<file path="src/rtl/core_pkg.sv">
// Shared MDU definitions: op encodings, FSM state type and operand-sign helpers.
package core_pkg;

  localparam int MDU_OP_WIDTH = 3;

  localparam logic [MDU_OP_WIDTH-1:0] MDU_MUL    = 3'b000;
  localparam logic [MDU_OP_WIDTH-1:0] MDU_MULH   = 3'b001;
  localparam logic [MDU_OP_WIDTH-1:0] MDU_MULHSU = 3'b010;
  localparam logic [MDU_OP_WIDTH-1:0] MDU_MULHU  = 3'b011;
  localparam logic [MDU_OP_WIDTH-1:0] MDU_DIV    = 3'b100;
  localparam logic [MDU_OP_WIDTH-1:0] MDU_DIVU   = 3'b101;
  localparam logic [MDU_OP_WIDTH-1:0] MDU_REM    = 3'b110;
  localparam logic [MDU_OP_WIDTH-1:0] MDU_REMU   = 3'b111;

  typedef enum logic [1:0] {S_IDLE, S_MUL, S_DIV, S_DONE} mdu_state_t;

  function automatic logic rs1_signed(input logic [MDU_OP_WIDTH-1:0] op);
    return op inside {MDU_MUL, MDU_MULH, MDU_MULHSU, MDU_DIV, MDU_REM};
  endfunction

  function automatic logic rs2_signed(input logic [MDU_OP_WIDTH-1:0] op);
    return op inside {MDU_MUL, MDU_MULH, MDU_DIV, MDU_REM};
  endfunction

endpackage

</file>
<file path="src/rtl/mdu_div_core.sv">
// Restoring divider on operand magnitudes: one quotient bit per step_i pulse.
// quo_o/rem_o present the post-step values so the caller can capture the final step.
module mdu_div_core #(
  parameter int XLEN = 32
) (
  input  logic            clk_i,
  input  logic            rst_n_i,
  input  logic            load_i,
  input  logic            step_i,
  input  logic [XLEN-1:0] dividend_i,
  input  logic [XLEN-1:0] divisor_i,
  output logic [XLEN-1:0] quo_o,
  output logic [XLEN-1:0] rem_o
);

  logic [XLEN-1:0] div_q, rem_q, quo_q;
  logic [XLEN-1:0] rem_d, quo_d;
  logic [XLEN:0]   trial;

  // trial[XLEN] is the borrow: set means the divisor does not fit, so restore
  always_comb begin
    trial = {rem_q, quo_q[XLEN-1]} - {1'b0, div_q};
    if (trial[XLEN]) begin
      rem_d = {rem_q[XLEN-2:0], quo_q[XLEN-1]};
      quo_d = {quo_q[XLEN-2:0], 1'b0};
    end else begin
      rem_d = trial[XLEN-1:0];
      quo_d = {quo_q[XLEN-2:0], 1'b1};
    end
  end

  always_ff @(posedge clk_i) begin
    if (!rst_n_i) begin
      div_q <= '0;
      rem_q <= '0;
      quo_q <= '0;
    end else if (load_i) begin
      div_q <= divisor_i;
      rem_q <= '0;
      quo_q <= dividend_i;
    end else if (step_i) begin
      rem_q <= rem_d;
      quo_q <= quo_d;
    end
  end

  assign quo_o = quo_d;
  assign rem_o = rem_d;

endmodule

</file>
<file path="src/rtl/mdu_iter.sv">
// Iterative RISC-V M-extension unit: shift-add multiplier, optional restoring divider.
// Divider compiled in only when MDU_DIV_EN is defined; otherwise op[2]=1 reports illegal.
module mdu_iter
  import core_pkg::*;
#(
  parameter int XLEN  = 32,
  parameter int TAG_W = 5
) (
  input  logic                    clk_i,
  input  logic                    rst_n_i,
  input  logic                    in_valid_i,
  output logic                    in_ready_o,
  input  logic [MDU_OP_WIDTH-1:0] in_op_i,
  input  logic [XLEN-1:0]         in_rs1_i,
  input  logic [XLEN-1:0]         in_rs2_i,
  input  logic [TAG_W-1:0]        in_tag_i,
  input  logic                    flush_i,
  output logic                    out_valid_o,
  input  logic                    out_ready_i,
  output logic [XLEN-1:0]         out_result_o,
  output logic [TAG_W-1:0]        out_tag_o,
  output logic                    out_illegal_o,
  output logic                    busy_o
);

  localparam int CNT_W = $clog2(XLEN) + 1;
  localparam logic [CNT_W-1:0] CNT_LAST = CNT_W'(XLEN - 1);

  mdu_state_t              state_q;
  logic [CNT_W-1:0]        cnt_q;
  logic [MDU_OP_WIDTH-1:0] op_q;
  logic [XLEN-1:0]         mag1_q;
  logic [2*XLEN-1:0]       prod_q;
  logic                    neg_q;
  logic                    out_valid_q, out_illegal_q;
  logic [XLEN-1:0]         out_result_q;
  logic [TAG_W-1:0]        out_tag_q;

  logic                    accept, s1, s2, neg_in;
  logic [XLEN-1:0]         mag1, mag2;
  logic [XLEN:0]           add_sum;
  logic [2*XLEN-1:0]       prod_d, prod_fin;
  logic [XLEN-1:0]         mul_res_d;

  assign in_ready_o = (state_q == S_IDLE) && !flush_i;
  assign accept     = in_valid_i && in_ready_o;
  assign busy_o     = (state_q != S_IDLE);

  // Signs only count for the signed operand positions of each op
  assign s1     = rs1_signed(in_op_i) && in_rs1_i[XLEN-1];
  assign s2     = rs2_signed(in_op_i) && in_rs2_i[XLEN-1];
  assign mag1   = s1 ? -in_rs1_i : in_rs1_i;
  assign mag2   = s2 ? -in_rs2_i : in_rs2_i;
  assign neg_in = (in_op_i[2] && in_op_i[1]) ? s1 : (s1 ^ s2);

  // Multiplier sits in the low half and shifts out as the product shifts in
  assign add_sum   = {1'b0, prod_q[2*XLEN-1:XLEN]} + (prod_q[0] ? {1'b0, mag1_q} : '0);
  assign prod_d    = {add_sum, prod_q[XLEN-1:1]};
  assign prod_fin  = neg_q ? -prod_d : prod_d;
  assign mul_res_d = (op_q == MDU_MUL) ? prod_fin[XLEN-1:0] : prod_fin[2*XLEN-1:XLEN];

`ifdef MDU_DIV_EN
  logic [XLEN-1:0] rs1_q, quo_mag, rem_mag, div_res_d, spec_res_d;
  logic            div0_q, ovf_q, div0_in, ovf_in;

  assign div0_in = (in_rs2_i == '0);
  assign ovf_in  = !in_op_i[0] && (in_rs1_i == {1'b1, {(XLEN-1){1'b0}}}) && (in_rs2_i == '1);

  mdu_div_core #(.XLEN(XLEN)) u_div (
    .clk_i      (clk_i),
    .rst_n_i    (rst_n_i),
    .load_i     (accept && in_op_i[2]),
    .step_i     (state_q == S_DIV),
    .dividend_i (mag1),
    .divisor_i  (mag2),
    .quo_o      (quo_mag),
    .rem_o      (rem_mag)
  );

  assign div_res_d  = op_q[1] ? (neg_q ? -rem_mag : rem_mag) : (neg_q ? -quo_mag : quo_mag);
  assign spec_res_d = div0_q ? (op_q[1] ? rs1_q : '1) : (op_q[1] ? '0 : rs1_q);
`endif

  always_ff @(posedge clk_i) begin
    if (!rst_n_i) begin
      state_q       <= S_IDLE;
      cnt_q         <= '0;
      op_q          <= '0;
      mag1_q        <= '0;
      prod_q        <= '0;
      neg_q         <= 1'b0;
      out_valid_q   <= 1'b0;
      out_result_q  <= '0;
      out_tag_q     <= '0;
      out_illegal_q <= 1'b0;
`ifdef MDU_DIV_EN
      rs1_q         <= '0;
      div0_q        <= 1'b0;
      ovf_q         <= 1'b0;
`endif
    end else if (flush_i) begin
      state_q     <= S_IDLE;
      cnt_q       <= '0;
      out_valid_q <= 1'b0;
    end else begin
      case (state_q)
        S_IDLE: if (in_valid_i) begin
          op_q      <= in_op_i;
          mag1_q    <= mag1;
          prod_q    <= {{XLEN{1'b0}}, mag2};
          neg_q     <= neg_in;
          out_tag_q <= in_tag_i;
          cnt_q     <= '0;
          state_q   <= in_op_i[2] ? S_DIV : S_MUL;
`ifdef MDU_DIV_EN
          rs1_q     <= in_rs1_i;
          div0_q    <= div0_in;
          ovf_q     <= ovf_in;
`endif
        end
        S_MUL: begin
          prod_q <= prod_d;
          cnt_q  <= cnt_q + CNT_W'(1);
          if (cnt_q == CNT_LAST) begin
            cnt_q         <= '0;
            state_q       <= S_DONE;
            out_valid_q   <= 1'b1;
            out_result_q  <= mul_res_d;
            out_illegal_q <= 1'b0;
          end
        end
        S_DIV: begin
`ifdef MDU_DIV_EN
          // Corner cases resolve on the first DIV cycle without iterating
          cnt_q <= cnt_q + CNT_W'(1);
          if (div0_q || ovf_q) begin
            cnt_q         <= '0;
            state_q       <= S_DONE;
            out_valid_q   <= 1'b1;
            out_result_q  <= spec_res_d;
            out_illegal_q <= 1'b0;
          end else if (cnt_q == CNT_LAST) begin
            cnt_q         <= '0;
            state_q       <= S_DONE;
            out_valid_q   <= 1'b1;
            out_result_q  <= div_res_d;
            out_illegal_q <= 1'b0;
          end
`else
          state_q       <= S_DONE;
          out_valid_q   <= 1'b1;
          out_result_q  <= '0;
          out_illegal_q <= 1'b1;
`endif
        end
        S_DONE: if (out_ready_i) begin
          state_q     <= S_IDLE;
          out_valid_q <= 1'b0;
        end
        default: state_q <= S_IDLE;
      endcase
    end
  end

  assign out_valid_o   = out_valid_q;
  assign out_result_o  = out_result_q;
  assign out_tag_o     = out_tag_q;
  assign out_illegal_o = out_illegal_q;

endmodule

</file>
<file path="config.mk">
export PLATFORM = sky130hd
export DESIGN_NAME = mdu_iter
export DESIGN_NICKNAME = d
export VERILOG_FILES = /design/src/rtl/core_pkg.sv /design/src/rtl/mdu_div_core.sv /design/src/rtl/mdu_iter.sv
export SDC_FILE = /design/constraint.sdc
export NUM_CORES = 1
export LEC_CHECK = 0
export CAP_MARGIN = 20
export CORE_MARGIN = 1
export CORE_UTILIZATION = 50
export DETAILED_ROUTE_END_ITERATION = 6
export DONT_BUFFER_PORTS = 1
export PLACE_DENSITY_LB_ADDON = 0.15
export SLEW_MARGIN = 20
export SYNTH_ARGS = -nofsm -noshare
export SYNTH_HDL_FRONTEND = slang
export SYNTH_HIERARCHICAL = 1
export SYNTH_SLANG_ARGS = --single-unit
</file>
<file path="constraint.sdc">
create_clock -name clk_i -period 10.7 [get_ports clk_i]
set_input_delay 1.605 -clock clk_i [delete_from_list [all_inputs] [get_ports clk_i]]
set_output_delay 1.605 -clock clk_i [all_outputs]
set_load 0.1 [all_outputs]
</file>
==> summary.md, run 1 <==
| Metric | Value |
|---|---|
| Gp weighted congestion | `0.939` |
| Pin count of the biggest net entering global routing | `132` |
| Die Width | `153 um` |
| Post-synth EDFFs | `0` |
| Share of layout cells above drive strength 1 | `5.56%` |
| Largest delay share family, worst path | `simple AND/OR/NAND/NOR gates` |
| CP max stage delay | `0.62 ns` |
| I/O Buffers | `0` |
| Netlist Area Pre-Place | `11,400 sq um` |
| # IOs | `118` |
| Slew HR | `26.4%` |
| Post-Synthesis Cells | `1,543` |
| Total gr overflow | `0` |
| Worst VDD drop | `0.124 mV` |
| Worst Setup End Kind | `flop` |
| DR vias | `11.1k` |
| Fillers | `2,142` |
| Average wire per standard cell | `19.0 um` |
| Violated checks | `DRC` |
| Post-route ant nets | `0` |
| Residual DRC | `5` |
| Leading area contributor after synthesis | `dfxtp_1` |
| WS Path Type | `flop to flop` |
| Final Skew | `0.0154 ns` |
| Register bit total from synthesis | `147` |
| Core box area | `22,000 sq um` |
| Ys Warns | `6` |
| Startpoint Class | `flop` |
| Skew-Pair Late Insertion Delay | `0.44 ns` |
| Synth Area per Inst | `7.36 sq um` |
| Crit path DAT | `5.38 ns` |
| H-tree Lvls | `4` |
| Layout net count | `1,597` |
| LEAKAGE | `4.67 nW` |
| Post-CTS setup buffers | `0` |
| Hold buffers post-CTS | `0` |
| Final cell count without fillers | `1,772` |
| Initial Util | `51.6%` |
| Synth area leaders | `dfxtp_1 (26%), nand2_1 (8.9%), xor2_1 (5.9%)` |
| Dpl cells | `1,739` |
| TritonCTS Buffers | `17` |
| Final Slew Violations | `0` |
| Hold crit path type | `flop to flop` |
| Hold Vio Cnt, Final | `0` |
| Power Total | `0.00153 W` |
| Post-DP HPWL | `24,800 um` |
| Max Cap Viol | `0` |
| Measured slew at the worst slew-check pin | `1.10 ns` |
| CP required | `11.07 ns` |
| Root Buffer | `clkbuf_16` |
| # diodes | `0` |
| Top cell by count, worst path | `or4_1` |
| Max Clk Rate | `200 MHz` |
| Worst Path Buf+Inv | `0` |
| Clock tree sinks | `147` |
| Clock Tree Buf Depth | `2` |
| Setup Viol. Count Final | `0` |
| Initial antenna violation count | `0` |
| Most common cell after layout, fill and taps aside | `nand2_1` |
| Share of the synthesized area in the top cell type | `25.9%` |
| Vias in the first global route | `10.0k` |
| Die height | `153 um` |
| Crit-path max FO | `33` |
| Final TNS setup | `0 ns` |
| Status | `complete, but fails checks` |
| Distinct cell type count after synthesis | `74` |
| Initial drt markers | `1,113` |
| CTS clock-pin slew for the worst setup and hold paths | `0.07 ns` |
| Row cnt | `54` |
| Synth Flop Type | `dfxtp_1` |
| TritonCTS clock tree | `built` |
| Post-cts gate resize count | `0` |
| Crit share post-route | `46.8%` |
| Tot GR Track Use | `28.4%` |
| Commonest non-fill, non-tap cells in the layout | `nand2_1 (268), dfxtp_1 (146), o21ai_0 (119)` |
| Tmin final | `5.01 ns` |
| Slowest stage cell, crit path | `or4_1` |
| Ordered cell list for the critical path | `and2_1 > ha_1 > fa_1 > a21o_1 > a221o_1 > a21oi_2 > xor2_1 > o21ai_1 > or3_1 > or4_1 > or4_1 > and3_1 > o21ai_2` |
| Global-route wire length before repair | `53,600 um` |
| Asr flop ratio synth | `0%` |
| Area grow syn2layout | `6.32%` |
| Via density | `6.28` |
| RSZ-0062 raised after global routing | `false` |
| DRT Wirelength | `33,600 um` |
| Part of the Yosys area used for sequential elements | `25.9%` |
| PwrDens | `127 nW/um^2` |
| Syn_nets | `1,661` |
| Drt pass-1 iters | `7` |
| Die area | `23,300 sq um` |
-- synth_stat cells (4+ instances only) --
library cell	number
a21boi_0	67
or2_2	15
and3_1	10
a311oi_1	4
nand3b_1	5
o41ai_1	19
nor4_1	10
o221ai_1	12
ha_1	40
dfxtp_1	147
xor2_1	76
nand2b_1	10
nand2_1	268
a211oi_1	11
xnor2_1	37
or3_1	27
a21oi_1	68
or4_1	17
nor3_1	34
o31ai_1	28
a21o_1	14
o22ai_1	6
o21ai_0	119
o21bai_1	5
a221oi_1	5
o211ai_1	12
inv_1	24
nand4_1	20
nor2b_1	12
nor2_1	76
nand3_1	62
o21ai_1	6
o21a_1	8
o211a_1	37
a31oi_1	10
clkbuf_1	94
a32oi_1	7
a211o_1	5
and2_1	56
o31a_1	4
mux2i_1	4
-- layout make-up --
class / instances / area (sq um) / area share (%)
inverter: 24 / 90.1 / 0.746
multi-input combinational: 1276 / 7980 / 66.1
clock inverter: 14 / 166 / 1.38
timing repair buffer: 13 / 105 / 0.870
clock buffer: 18 / 439 / 3.64
tap: 280 / 350 / 2.90
sequential: 147 / 2940 / 24.4
-- power breakdown --
part / internal (W) / switching (W) / total, W
Clock: 0.000339 / 0.000283 / 0.000622
Sequential: 0.000571 / 0.0000536 / 0.000625
Combinational: 0.000103 / 0.000182 / 0.000285
-- per-stage QoR --
step                worst slack, ns  utilization, %  hold slack, ns  instance area, sq um
finish                         5.69            54.8           0.482                 12100
CTS                            5.72            54.8           0.482                 12100
detailed placement             5.74            52.0           0.472                 11500
global placement               5.86            52.0           0.465                 11500
global route                   5.41            54.8           0.503                 12100
floorplan                      6.19               -           0.439                 11400
-- cell families after synthesis --
group | synth area share [%]
AND/OR/NAND/NOR | 27.2
AO/OA/AOI/OAI | 29.2
flip-flops | 25.9
buffers and inverters | 3.97
XOR/XNOR | 8.71
adder cells (fa/ha/maj) | 4.58
multiplexers | 0.452
-- metal layers --
| metal | share of wire (%) | global-route usage [%] | up-vias |
|---|---|---|---|
| met4 | 1.6 | 6.97 | 0 |
| met3 | 6.0 | 4.75 | 38 |
| met2 | 44 | 45.2 | 343 |
| li1 | - | - | 5488 |
| met1 | 48 | 39.7 | 5259 |
| met5 | 0 | 0 | - |
-- tightest hold or removal path, cell delays in order (launching register included) --
cell,delay [ns]
dfxtp_1,0.32
nand3_1,0.06
a21boi_0,0.07
-- registers in the layout (all words and copies together), names as in the netlist --
name           flops
out_illegal_o      1
neg_q              1
out_valid_o        1
cnt_q              6
mag1_q            32
out_tag_o          5
out_result_o      32
prod_q            64
op_q               3
state_q            2
-- path summary, 6_finish.rpt --
| path | cells past startpoint | end | slack, ns | start |
|---|---|---|---|---|
| setup / recovery | 13 | out_result_o[27] | 5.69 | prod_q[0] |
| hold / removal | 2 | prod_q[41] | 0.48 | prod_q[41] |
| setup reg to reg | 13 | out_result_o[27] | 5.69 | prod_q[0] |
| hold reg to reg | 2 | prod_q[41] | 0.48 | prod_q[41] |
Power figures use the tool's default switching activity.
==> inputs of run 2 (changes only) <==
==> constraint.sdc (replaced) <==
create_clock -name clk_i -period 5 [get_ports clk_i]
set_input_delay 0.75 -clock clk_i [delete_from_list [all_inputs] [get_ports clk_i]]
set_output_delay 0.75 -clock clk_i [all_outputs]
set_load 0.1 [all_outputs]
==> run 2 against run 1 <==
Effect of this change: the run still ends with DRC left; worst setup slack got worse by 5.2 ns; non-clock buffer count rose by 12; sequential power rose by 110%; critical path type unchanged; count of clock-buffer cells in the layout rose by 1; hold slack got worse by 0.027 ns; combinational power rose by 120%; global-route usage rose by 0.23 points; total power rose by 120%; die area did not move; cell area rose by 1.0%; first-iteration DRC count fell by 20%; register-to-register slack got worse by 5.2 ns; highest routed layer unchanged.
==> summary.md, run 2 (synthesis results as in run 1) <==
| Metric | Value |
|---|---|
| Crit path DAT | `4.88 ns` |
| Pint | `0.00228 W` |
| Violated checks | `DRC` |
| Crit share post-route | `90.3%` |
| Commonest non-fill, non-tap cells in the layout | `nand2_1 (268), dfxtp_1 (146), o21ai_0 (119)` |
| Post-DP HPWL | `24,700 um` |
| CTS clock-pin slew for the worst setup and hold paths | `0.07 ns` |
| WS Path Type | `flop to flop` |
| Root Buffer | `clkbuf_16` |
| RSZ-0062 raised after global routing | `false` |
| Initial drt markers | `894` |
| Final Slew Violations | `0` |
| Slew HR | `27.7%` |
| WHS Path Cells | `2` |
| HP Start | `rst_n_i` |
| Post-cts gate resize count | `0` |
| LEAKAGE | `4.75 nW` |
| CP max stage delay | `0.59 ns` |
| Die Width | `153 um` |
| Setup Viol. Count Final | `0` |
| CP required | `5.37 ns` |
| Row cnt | `54` |
| Share of layout cells above drive strength 1 | `6.32%` |
| Reg power frac | `39.6%` |
| Total gr overflow | `0` |
| Tot GR Track Use | `28.6%` |
| TritonCTS clock tree | `built` |
| Layout net count | `1,609` |
| Crit-path max FO | `30` |
| Startpoint Class | `flop` |
| Clock power frac | `42.0%` |
| DR vias | `11.2k` |
| Setup ws final | `0.487 ns` |
| Final Skew | `0.00984 ns` |
| Switching Power | `0.00108 W` |
| Reg2reg setup slack | `0.49 ns` |
| R2r startpoint | `prod_q[0]` |
| # IOs | `118` |
| Largest delay share family, worst path | `simple AND/OR/NAND/NOR gates` |
| Reg2reg end | `out_result_o[27]` |
| Die height | `153 um` |
| Skew-Pair Late Insertion Delay | `0.44 ns` |
| Max Clk Rate | `222 MHz` |
| Global-route wire length before repair | `53,800 um` |
| Worst Path Buf+Inv | `2` |
| Max Cap Viol | `0` |
| Hold Vio Cnt, Final | `0` |
| Place WS | `0.576 ns` |
| Measured slew at the worst slew-check pin | `1.08 ns` |
| H-tree Lvls | `4` |
| DRT Wirelength | `33,100 um` |
| Clock tree sinks | `147` |
| Drt pass-1 iters | `7` |
| PwrDens | `276 nW/um^2` |
| Worst VDD drop | `0.188 mV` |
| Switch share | `32.1%` |
| Power Total | `0.00336 W` |
| Slowest stage cell, crit path | `or4_1` |
| Pin count of the biggest net entering global routing | `132` |
| Status | `complete, but fails checks` |
| Final TNS setup | `0 ns` |
| Tmin final | `4.51 ns` |
| I/O Buffers | `0` |
| Clock Tree Buf Depth | `2` |
| Initial antenna violation count | `0` |
| Hold EP | `out_result_o[26]` |
| TritonCTS Buffers | `17` |
| Worst hold slack | `0.455 ns` |
| Residual DRC | `4` |
| Die area | `23,300 sq um` |
| Max FFs per register | `64` |
| FF-to-FF path depth | `14` |
| Hold buffers post-CTS | `0` |
| Most flops, register | `prod_q` |
| Core box area | `22,000 sq um` |
| Area grow syn2layout | `7.39%` |
| Average wire per standard cell | `18.6 um` |
| Crit. Startpoint | `prod_q[0]` |
| Gp weighted congestion | `0.968` |
| # diodes | `0` |
| Ordered cell list for the critical path | `buf_4 > and2_1 > ha_1 > a21o_1 > a221o_1 > a21oi_2 > xor2_1 > buf_4 > o21ai_1 > or3_1 > or4_1 > or4_1 > and3_1 > o21ai_2` |
| Final core utilization | `55.4%` |
| Most common cell after layout, fill and taps aside | `nand2_1` |
| Hold crit path type | `input port to flop` |
| Vias in the first global route | `10.3k` |
| Via density | `6.28` |
| Worst Setup End Kind | `flop` |
| Initial Util | `51.6%` |
| Comb power frac | `18.4%` |
| Post-route ant nets | `0` |
| Post-CTS setup buffers | `0` |
## run 2: changes by cell type in the layout (fill, tap and decap cells not counted), sizes merged
cell      delta
clkinv       -1
clkinvlp     -1
clkbuf       +1
buf         +12
bufinv       +2
inv          -1
## run 2: area by class of cell
class / count / area (sq um)
flip-flops and latches: 147 / 2940
multi-input cells: 1276 / 7980
clock inverters: 13 / 191
well taps: 280 / 350
fillers: 2156 / 9830
repair buffers: 25 / 188
clock buffers: 19 / 453
inverters: 24 / 90.1
## run 2: stage by stage
stage / cell area (sq um) / cells
floorplan: 11400 / 1543
global placement: 11600 / 1752
detailed placement: 11600 / 1752
CTS: 12200 / 1784
global route: 12200 / 1784
finish: 12200 / 1784
## run 2: power by group through the flow
stage               clock [W]  sequential [W]  combinational, W
finish                0.00141         0.00133          0.000619
global route          0.00149         0.00134          0.000685
CTS                   0.00143         0.00133          0.000614
detailed placement          0         0.00136          0.000610
global placement            0         0.00136          0.000604
floorplan                   0         0.00134          0.000487
## run 2: worst max-delay path by stage
stage	cells after the start	slack [ns]	end
2_1_floorplan	15	0.70	out_result_o[27]
3_3_place_gp	14	0.66	out_result_o[27]
3_5_place_dp	14	0.58	out_result_o[27]
4_1_cts	14	0.54	out_result_o[27]
5_1_grt	14	0.24	out_result_o[27]
6_report	14	0.49	out_result_o[27]
## run 2: routing by layer
metal,track usage (%),up-vias,wire length (um)
li1,-,5491,-
met1,39.6,5283,15500
met2,43.9,378,14500
met3,5.52,57,2190
met4,10.4,0,898
met5,0,-,0
==> inputs of run 3 (changes only) <==
--- a/config.mk
+++ b/config.mk
@@ -6,8 +6,10 @@
 export NUM_CORES = 1
 export LEC_CHECK = 0
 export CAP_MARGIN = 20
+export CELL_PAD_IN_SITES_DETAIL_PLACEMENT = 1
+export CELL_PAD_IN_SITES_GLOBAL_PLACEMENT = 1
 export CORE_MARGIN = 1
-export CORE_UTILIZATION = 50
+export CORE_UTILIZATION = 48
 export DETAILED_ROUTE_END_ITERATION = 6
 export DONT_BUFFER_PORTS = 1
 export PLACE_DENSITY_LB_ADDON = 0.15
==> run 3 against run 2 <==
Effect of this change: the flow now finishes without violations; worst setup slack improved by 0.011 ns; wire length increased by 13%; register-to-register slack about the same; sequential share of layout area increased by 0.079 points; clock skew increased by 0.0059 ns; utilization decreased by 2.3 points; non-clock buffer count increased by 1; die area increased by 4.1%; largest cell class unchanged.
==> summary.md, run 3 (synthesis results as in run 1) <==
| Metric | Value |
|---|---|
| Max Cap Viol | `0` |
| I/O Buffers | `0` |
| Layout net count | `1,610` |
| Comb power frac | `19.6%` |
| DRT Wirelength | `37,400 um` |
| Vias in the first global route | `11.2k` |
| Status | `finished clean` |
| Row cnt | `55` |
| Global-route wire length before repair | `59,300 um` |
| Average wire per standard cell | `20.6 um` |
| Pin count of the biggest net entering global routing | `132` |
| Most common cell after layout, fill and taps aside | `nand2_1` |
| DR vias | `11.5k` |
| Gp weighted congestion | `0.902` |
| Power Total | `0.00324 W` |
| Initial antenna violation count | `0` |
| CP max stage delay | `0.60 ns` |
| Area grow syn2layout | `7.04%` |
| Worst Setup End Kind | `flop` |
| Root Buffer | `clkbuf_16` |
| Crit path DAT | `4.87 ns` |
| Tot GR Track Use | `30.9%` |
| Fillers | `2,967` |
| Area after DPL | `11,600 sq um` |
| Hold buffers post-CTS | `0` |
| Final TNS setup | `0 ns` |
| Crit share post-route | `90.0%` |
| Slowest stage cell, crit path | `or4_1` |
| Measured slew at the worst slew-check pin | `1.08 ns` |
| Largest delay share family, worst path | `simple AND/OR/NAND/NOR gates` |
| Initial drt markers | `719` |
| WS Path Type | `flop to flop` |
| Via density | `6.31` |
| Startpoint Class | `flop` |
| Hold Vio Cnt, Final | `0` |
| Crit-path max FO | `31` |
| Switch share | `34.7%` |
| Initial Util | `49.6%` |
| Hold crit path type | `input port to flop` |
| Setup Viol. Count Final | `0` |
| Dpl cells | `1,786` |
| Core box area | `22,900 sq um` |
| CTS clock-pin slew for the worst setup and hold paths | `0.07 ns` |
| Die area | `24,300 sq um` |
| Tmin final | `4.50 ns` |
| Die height | `156 um` |
| LEAKAGE | `4.72 nW` |
| Share of layout cells above drive strength 1 | `6.38%` |
| H-tree Lvls | `4` |
| Post-DP HPWL | `28,000 um` |
| Ordered cell list for the critical path | `buf_4 > and2_1 > fa_1 > a21o_1 > a221o_1 > a21oi_2 > xor2_1 > buf_4 > o21ai_1 > or3_1 > or4_1 > or4_1 > and3_1 > o21ai_2` |
| # IOs | `118` |
| Finished layout cell area | `12,200 sq um` |
| Worst Path Buf+Inv | `2` |
| # diodes | `0` |
| Final Slew Violations | `0` |
| Slew HR | `28.1%` |
| Drt pass-1 iters | `5` |
| Reg power frac | `41.3%` |
| Post-route ant nets | `0` |
| Max Clk Rate | `222 MHz` |
| Clock tree sinks | `147` |
| Skew-Pair Late Insertion Delay | `0.44 ns` |
| Max FFs per register | `64` |
| PwrDens | `266 nW/um^2` |
| Final Skew | `0.0157 ns` |
| Post-cts gate resize count | `0` |
| Switching Power | `0.00112 W` |
| Post-CTS setup buffers | `0` |
| Die Width | `156 um` |
| Most flops, register | `prod_q` |
| Clock power frac | `39.0%` |
| TritonCTS clock tree | `built` |
| Worst VDD drop | `0.150 mV` |
| CP required | `5.37 ns` |
| Pint | `0.00211 W` |
| Clock Tree Buf Depth | `2` |
| Residual DRC | `0` |
| Commonest non-fill, non-tap cells in the layout | `nand2_1 (268), dfxtp_1 (146), o21ai_0 (119)` |
| RSZ-0062 raised after global routing | `false` |
| Final cell count without fillers | `1,818` |
| Total gr overflow | `0` |
| TritonCTS Buffers | `17` |
-- run 3: cell types whose count changed in the layout (fill, tap and decap cells not counted), sizes merged --
cell,before,now
buf,25,26
clkinv,3,5
inv,30,32
clkbuf,19,18
bufinv,3,0
-- run 3: final cells by class --
| type | count | area [sq um] | share of cell area [%] |
|---|---|---|---|
| clock buffers | 18 | 439 | 3.61 |
| flip-flops and latches | 147 | 2940 | 24.2 |
| clock inverters | 14 | 116 | 0.957 |
| well taps | 313 | 392 | 3.22 |
| inverters | 24 | 90.1 | 0.741 |
| multi-input cells | 1276 | 7980 | 65.7 |
| repair buffers | 26 | 195 | 1.61 |
-- run 3: routing by layer --
layer	share of wire [%]	GRT usage [%]
met2	46	50.3
met1	46	40.5
met3	5.2	5.64
met4	3.1	11.7
met5	0	0
-- run 3: final timing paths --
kind                                 start               end  slack, ns  cells past startpoint
worst min-delay path               rst_n_i  out_result_o[14]       0.44                      1
worst min register to register  prod_q[53]        prod_q[53]       0.48                      2
worst max-delay path             prod_q[0]  out_result_o[27]       0.50                     14
worst max register to register   prod_q[0]  out_result_o[27]       0.50                     14
-- run 3: power groups by stage --
stage	logic, W	clock network, W	registers [W]
2_1_floorplan	0.000487	0	0.00134
3_3_place_gp	0.000609	0	0.00136
3_5_place_dp	0.000625	0	0.00136
4_1_cts	0.000631	0.00128	0.00134
5_1_grt	0.000703	0.00133	0.00134
6_report	0.000636	0.00126	0.00134
-- run 3: stage by stage --
stage                     setup slack (ns)  hold slack [ns]  util, %
final                                0.498            0.440     53.1
after global routing                 0.226            0.439     53.1
after CTS                            0.500            0.432     53.1
after detailed placement             0.521            0.475     50.6
after global placement               0.624            0.456     50.6
after floorplan                      0.697            0.439        -
